==> src/rtl/cla_pkg.sv <==
// Shared definitions for the serial carry look-ahead adder: digit width and FSM states.
package cla_pkg;
   localparam int DIGIT_W = 2;

   typedef enum logic [1:0] {
      IDLE = 2'd0,
      RUN  = 2'd1,
      DONE = 2'd2
   } state_e;
endpackage

==> src/rtl/cla_digit_2b.sv <==
// 2-bit carry look-ahead digit: sum, carries and digit propagate/generate from a, b and carry-in.
// Purely combinational, no latency, no flow control.
module cla_digit_2b
   import cla_pkg::*;
(
   input  logic [DIGIT_W-1:0] a,
   input  logic [DIGIT_W-1:0] b,
   input  logic               c,
   output logic [DIGIT_W-1:0] sum,
   output logic               cout,
   output logic               c1,
   output logic               p_d,
   output logic               g_d
);
   logic [DIGIT_W-1:0] p;
   logic [DIGIT_W-1:0] g;

   always_comb begin
      p      = a ^ b;
      g      = a & b;
      c1     = g[0] | (p[0] & c);
      sum[0] = p[0] ^ c;
      sum[1] = p[1] ^ c1;
      p_d    = p[1] & p[0];
      g_d    = g[1] | (p[1] & g[0]);
      cout   = g_d | (p_d & c);
   end
endmodule

==> src/rtl/cla_serial_adder.sv <==
// Serial WIDTH-bit add/subtract, 2 bits per clock through one look-ahead digit; N+2 cycles per op.
// Result valid N edges after acceptance and held until out_ready; no request queueing.
module cla_serial_adder
   import cla_pkg::*;
#(
   parameter int WIDTH = 32
) (
   input  logic             clk,
   input  logic             rst_n,
   input  logic             in_valid,
   output logic             in_ready,
   input  logic [WIDTH-1:0] in_a,
   input  logic [WIDTH-1:0] in_b,
   input  logic             in_cin,
   input  logic             in_sub,
   output logic             out_valid,
   input  logic             out_ready,
   output logic [WIDTH-1:0] out_sum,
   output logic             out_cout,
   output logic             out_ovf,
   output logic             out_p,
   output logic             out_g
);
   localparam int N     = WIDTH / DIGIT_W;
   localparam int CNT_W = (N > 1) ? $clog2(N) : 1;

   state_e             state_q, state_d;
   logic [CNT_W-1:0]   cnt_q, cnt_d;
   logic [WIDTH-1:0]   a_q, a_d;
   logic [WIDTH-1:0]   b_q, b_d;
   logic [WIDTH-1:0]   sum_q, sum_d;
   logic               carry_q, carry_d;
   logic               pacc_q, pacc_d;
   logic               gacc_q, gacc_d;
   logic               cout_q, cout_d;
   logic               ovf_q, ovf_d;
   logic               res_p_q, res_p_d;
   logic               res_g_q, res_g_d;

   logic [DIGIT_W-1:0] dg_sum;
   logic               dg_cout;
   logic               dg_c1;
   logic               dg_p;
   logic               dg_g;

   // Operands shift right each digit, so the current digit is always in the low bits.
   cla_digit_2b u_digit (
      .a    (a_q[DIGIT_W-1:0]),
      .b    (b_q[DIGIT_W-1:0]),
      .c    (carry_q),
      .sum  (dg_sum),
      .cout (dg_cout),
      .c1   (dg_c1),
      .p_d  (dg_p),
      .g_d  (dg_g)
   );

   always_comb begin
      state_d = state_q;
      cnt_d   = cnt_q;
      a_d     = a_q;
      b_d     = b_q;
      sum_d   = sum_q;
      carry_d = carry_q;
      pacc_d  = pacc_q;
      gacc_d  = gacc_q;
      cout_d  = cout_q;
      ovf_d   = ovf_q;
      res_p_d = res_p_q;
      res_g_d = res_g_q;

      case (state_q)
         IDLE: begin
            if (in_valid) begin
               a_d     = in_a;
               b_d     = in_sub ? ~in_b : in_b;
               carry_d = in_sub ? 1'b1 : in_cin;
               cnt_d   = '0;
               pacc_d  = 1'b1;
               gacc_d  = 1'b0;
               state_d = RUN;
            end
         end
         RUN: begin
            a_d     = a_q >> DIGIT_W;
            b_d     = b_q >> DIGIT_W;
            sum_d   = {dg_sum, sum_q[WIDTH-1:DIGIT_W]};
            carry_d = dg_cout;
            pacc_d  = pacc_q & dg_p;
            gacc_d  = dg_g | (dg_p & gacc_q);
            if (cnt_q == CNT_W'(N - 1)) begin
               cnt_d   = '0;
               cout_d  = dg_cout;
               ovf_d   = dg_c1 ^ dg_cout;
               res_p_d = pacc_q & dg_p;
               res_g_d = dg_g | (dg_p & gacc_q);
               state_d = DONE;
            end else begin
               cnt_d = cnt_q + 1'b1;
            end
         end
         DONE: begin
            if (out_ready) begin
               state_d = IDLE;
            end
         end
         default: state_d = IDLE;
      endcase
   end

   always_ff @(posedge clk or negedge rst_n) begin
      if (!rst_n) begin
         state_q <= IDLE;
         cnt_q   <= '0;
         a_q     <= '0;
         b_q     <= '0;
         sum_q   <= '0;
         carry_q <= 1'b0;
         pacc_q  <= 1'b0;
         gacc_q  <= 1'b0;
         cout_q  <= 1'b0;
         ovf_q   <= 1'b0;
         res_p_q <= 1'b0;
         res_g_q <= 1'b0;
      end else begin
         state_q <= state_d;
         cnt_q   <= cnt_d;
         a_q     <= a_d;
         b_q     <= b_d;
         sum_q   <= sum_d;
         carry_q <= carry_d;
         pacc_q  <= pacc_d;
         gacc_q  <= gacc_d;
         cout_q  <= cout_d;
         ovf_q   <= ovf_d;
         res_p_q <= res_p_d;
         res_g_q <= res_g_d;
      end
   end

   assign in_ready  = (state_q == IDLE);
   assign out_valid = (state_q == DONE);
   assign out_sum   = sum_q;
   assign out_cout  = cout_q;
   assign out_ovf   = ovf_q;
   assign out_p     = res_p_q;
   assign out_g     = res_g_q;
endmodule

==> config.mk <==
export PLATFORM = sky130hd
export DESIGN_NAME = cla_serial_adder
export DESIGN_NICKNAME = d
export VERILOG_FILES = /design/src/rtl/cla_pkg.sv /design/src/rtl/cla_digit_2b.sv /design/src/rtl/cla_serial_adder.sv
export SDC_FILE = /design/constraint.sdc
export NUM_CORES = 1
export LEC_CHECK = 0
export CORE_ASPECT_RATIO = 0.9
export CORE_MARGIN = 3
export CORE_UTILIZATION = 30
export CTS_CLUSTER_SIZE = 14
export DETAILED_ROUTE_END_ITERATION = 12
export GPL_ROUTABILITY_DRIVEN = 0
export HOLD_SLACK_MARGIN = 0.03
export SETUP_SLACK_MARGIN = 0.02
export SLEW_MARGIN = 20
export SYNTH_ARGS = -nofsm -noshare
export SYNTH_HDL_FRONTEND = slang
export SYNTH_SLANG_ARGS = --single-unit
==> constraint.sdc <==
create_clock -name clk -period 2.15 [get_ports clk]
set_input_delay 0.43 -clock clk [delete_from_list [all_inputs] [get_ports clk]]
set_output_delay 0.43 -clock clk [all_outputs]
set_load 0.05 [all_outputs]
==> flow_summary_export.csv <==
group,metric,value,unit
cells_and_area,fill_cells,1687,
timing,timing.fmax,498,MHz
timing,clock_skew,0.0129,ns
global_routing,grt_max_degree,43,
critical_path,cp.arrival,1.58,ns
cells_and_area,final_common_cell,"nand2_1",
clocking,cts_hold_buf,0,
die,initial_utilization,30.8,%
place,dp.cells,859,
global_routing,grt_remaining_overflow,0,
clocking,cts_tree,"done",
clocking,clkSinkCount,109,
flow_run,cap_violations,0,
critical_path,crit_cells,1,
place,pre_cts_ws,0.110,ns
clocking,cts_max_path_buffers,2,
route,firstDrtPassIters,4,
critical_path,critPathKind,"reg2out",
critical_path,cp_top_family,"buffers and inverters",
route,vias,4170,
outcome,status,"finished, final reports clean",
global_routing,grt_pass1_vias,4138,
route,drt_first_iter_violations,222,
clocking,cts.clk_slew.worst_paths,0.08,ns
critical_path,cp-start-kind,"flop",
clocking,cts_buffers,9,
critical_path,r2r_end,"out_ovf$_DFFE_PN0P_",
synth,synthAdderAreaFrac,1.10,%
die,placementRows,45,
pwr,ir_drop,0.000460,V
synth,synthCells,541,
cells_and_area,layout_common_cells,"nand2_1, dfrtp_1, clkdlybuf4s50_1",
global_routing,antenna_found_initial,0,
timing,min_period_over_period,93.5,%
synth,netlist.top_cell.by_area,"dfrtp_1",
cells_and_area,n_antenna_cell,0,
timing,tns,0,ns
synth,ys_dominant_reg_cell,"dfrtp_1",
synth,synth_edf_count,0,
route,drtAntennaViolNets,0,
synth,ys_warn_count,0,
timing,hold_violations,0,
synth,synth_top_family_by_area,"compound AO/OA/AOI/OAI gates",
synth,ys_ff_latch,109,
route,drt_wl_total,13200,um
critical_path,path_cells,"clkdlybuf4s50_1",
timing,postLayoutSetupSlackWorst,0.141,ns
synth,synth_xor_area_share,5.52,%
synth,synth_cell_types,35,
timing,slew_headroom,60.9,%
pwr,p_leak,2.93,nW
timing,slew_viol_final,0,
place,dp_hpwl,9190,um
critical_path,r2r_slack,0.38,ns
cells_and_area,final_cells,875,
critical_path,worst_path_largest_cell_delay,0.82,ns
clocking,post_cts_buffers,0,
cells_and_area,drive_gt1_share,7.03,%
synth,avgSynthCellArea,9.67,um^2
synth,ys_seq_area_share,52.1,%
die,dieArea,0.0191,mm^2
die,ios,108,
clocking,root_buffer,"clkbuf_16",
global_routing,grt_pass1_wl,21800,um
timing,hold_slack,0.0692,ns
critical_path,cp.required,1.72,ns
synth,muxShareOfSynthArea,0,%
pwr,power.density,1470,mW/mm^2
critical_path,cp-end-kind,"output pin",
cells_and_area,fin_nets,709,
synth,synth-simple-area-share,15.9,%
cells_and_area,multi_input_area,0.00225,mm^2
critical_path,reg2reg_depth,3,
timing,setup_violations,0,
route,viasPerCell,4.77,
critical_path,cp_slowest_cell,"clkdlybuf4s50_1",
critical_path,r2r-start,"state_q[0]$_DFFE_PN0P_",
global_routing,grtUsageTotal,13.9,%
cells_and_area,seqCellArea,0.00273,mm^2
synth,synth_area,0.00523,mm^2
clocking,cts_resized,0,
timing,rsz0062_at_grt,"false",
synth,yosys.area.top_type_share,52.1,%
die,die_w,145,um
place,port_buffers,107,
synth,syn-num-nets,615,
timing,worstMarginPinSlew,0.587,ns
critical_path,crit_fanout,3,
route,wl_per_cell,15.1,um
route,drc,0,
synth,synthArstFlopShare,100,%
timing,final.min_clock_period,2.01,ns
die,die_y,131,um
clocking,clk_latency,0.36,ns
synth,synthTopCellsByArea,"dfrtp_1, nand2_1, nor2b_1",
cells_and_area,syn2layout_area_growth,31.9,%
clocking,htreeDepth,3,
die,core_area,0.0170,mm^2
critical_path,path_buf_inv,1,
synth,synth_compound_area_share,20.2,%
hold_path,hold_class,"in2async",
## worst max path at each step
stage                                       start  slack, ns             endpoint
final                     out_sum[24]$_DFFE_PN0N_       0.14          out_sum[24]
after floorplan            state_q[0]$_DFFE_PN0P_       0.20             in_ready
after global routing      out_sum[14]$_DFFE_PN0N_       0.09          out_sum[14]
after detailed placement                 in_valid       0.11  b_q[30]$_DFFE_PN0P_
after global placement                   in_valid       0.20  b_q[30]$_DFFE_PN0P_
after CTS                 out_sum[26]$_DFFE_PN0N_       0.12          out_sum[26]
## report_power, final
| group | internal [mW] | switching (mW) |
|---|---|---|
| logic | 1.99 | 2.84 |
| clock network | 0.945 | 0.791 |
| registers | 2.94 | 0.665 |
| total | 5.88 | 4.30 |
## sequential cells by signal, summed over array words and instances, names as in the netlist
name and cells:
a_q 32, state_q 2, gacc_q 1, pacc_q 1
out_ovf 1, cnt_q 4, out_cout 1, out_p 1
b_q 32, out_g 1, out_sum 32, carry_q 1
## cell usage after synthesis, types with 2 or more instances
cell,instances
ha_1,3
inv_1,7
o21ai_1,3
and3_1,2
a22o_1,3
o22ai_1,2
nand2_1,117
nand3_1,3
and2b_1,2
nor2b_1,45
buf_2,17
buf_4,9
o21ai_0,41
a21oi_1,49
xnor2_1,29
nand2b_1,2
buf_6,4
nor2_1,4
xor2_1,4
dfrtp_1,109
clkbuf_1,12
o22a_1,29
a21o_1,2
a22oi_1,32
## worst register-to-register path, cell delays in order, from the launching register on
cell and delay [ns]:
dfrtp_2 0.65, nor2b_4 0.49, nand2_1 0.20, o31a_1 0.32
## per-stage QoR
stage	total power, mW	instance area (um^2)	utilization (%)
after floorplan	6.92	5230	-
after global placement	8.34	6590	38.8
final	10.2	6900	40.6
after CTS	10.3	6900	40.6
after global routing	10.9	6900	40.6
after detailed placement	8.52	6590	38.8
## routing by layer
layer	GRT usage [%]	vias up	share of wire (%)
met5	0	-	0
met4	3.80	0	1.1
met3	4.41	9	6.0
met2	21.3	112	45
met1	19.1	2013	47
li1	-	2036	-
## area by class of cell
type	count	area share [%]
sequential	109	39.6
multi-input combinational	383	32.6
timing repair buffer	125	18.8
tap	235	4.26
clock buffer	10	3.46
clock inverter	6	0.998
inverter	7	0.381
## logic make-up after synthesis
logic type                 after synthesis
AOI/OAI and AO/OA                      166
xor gates and xnor gates                33
adders and majority gates                4
DFF                                    109
and+or+nand+nor                        180
buffers and inverters                   49
Power figures use the tool's default switching activity.
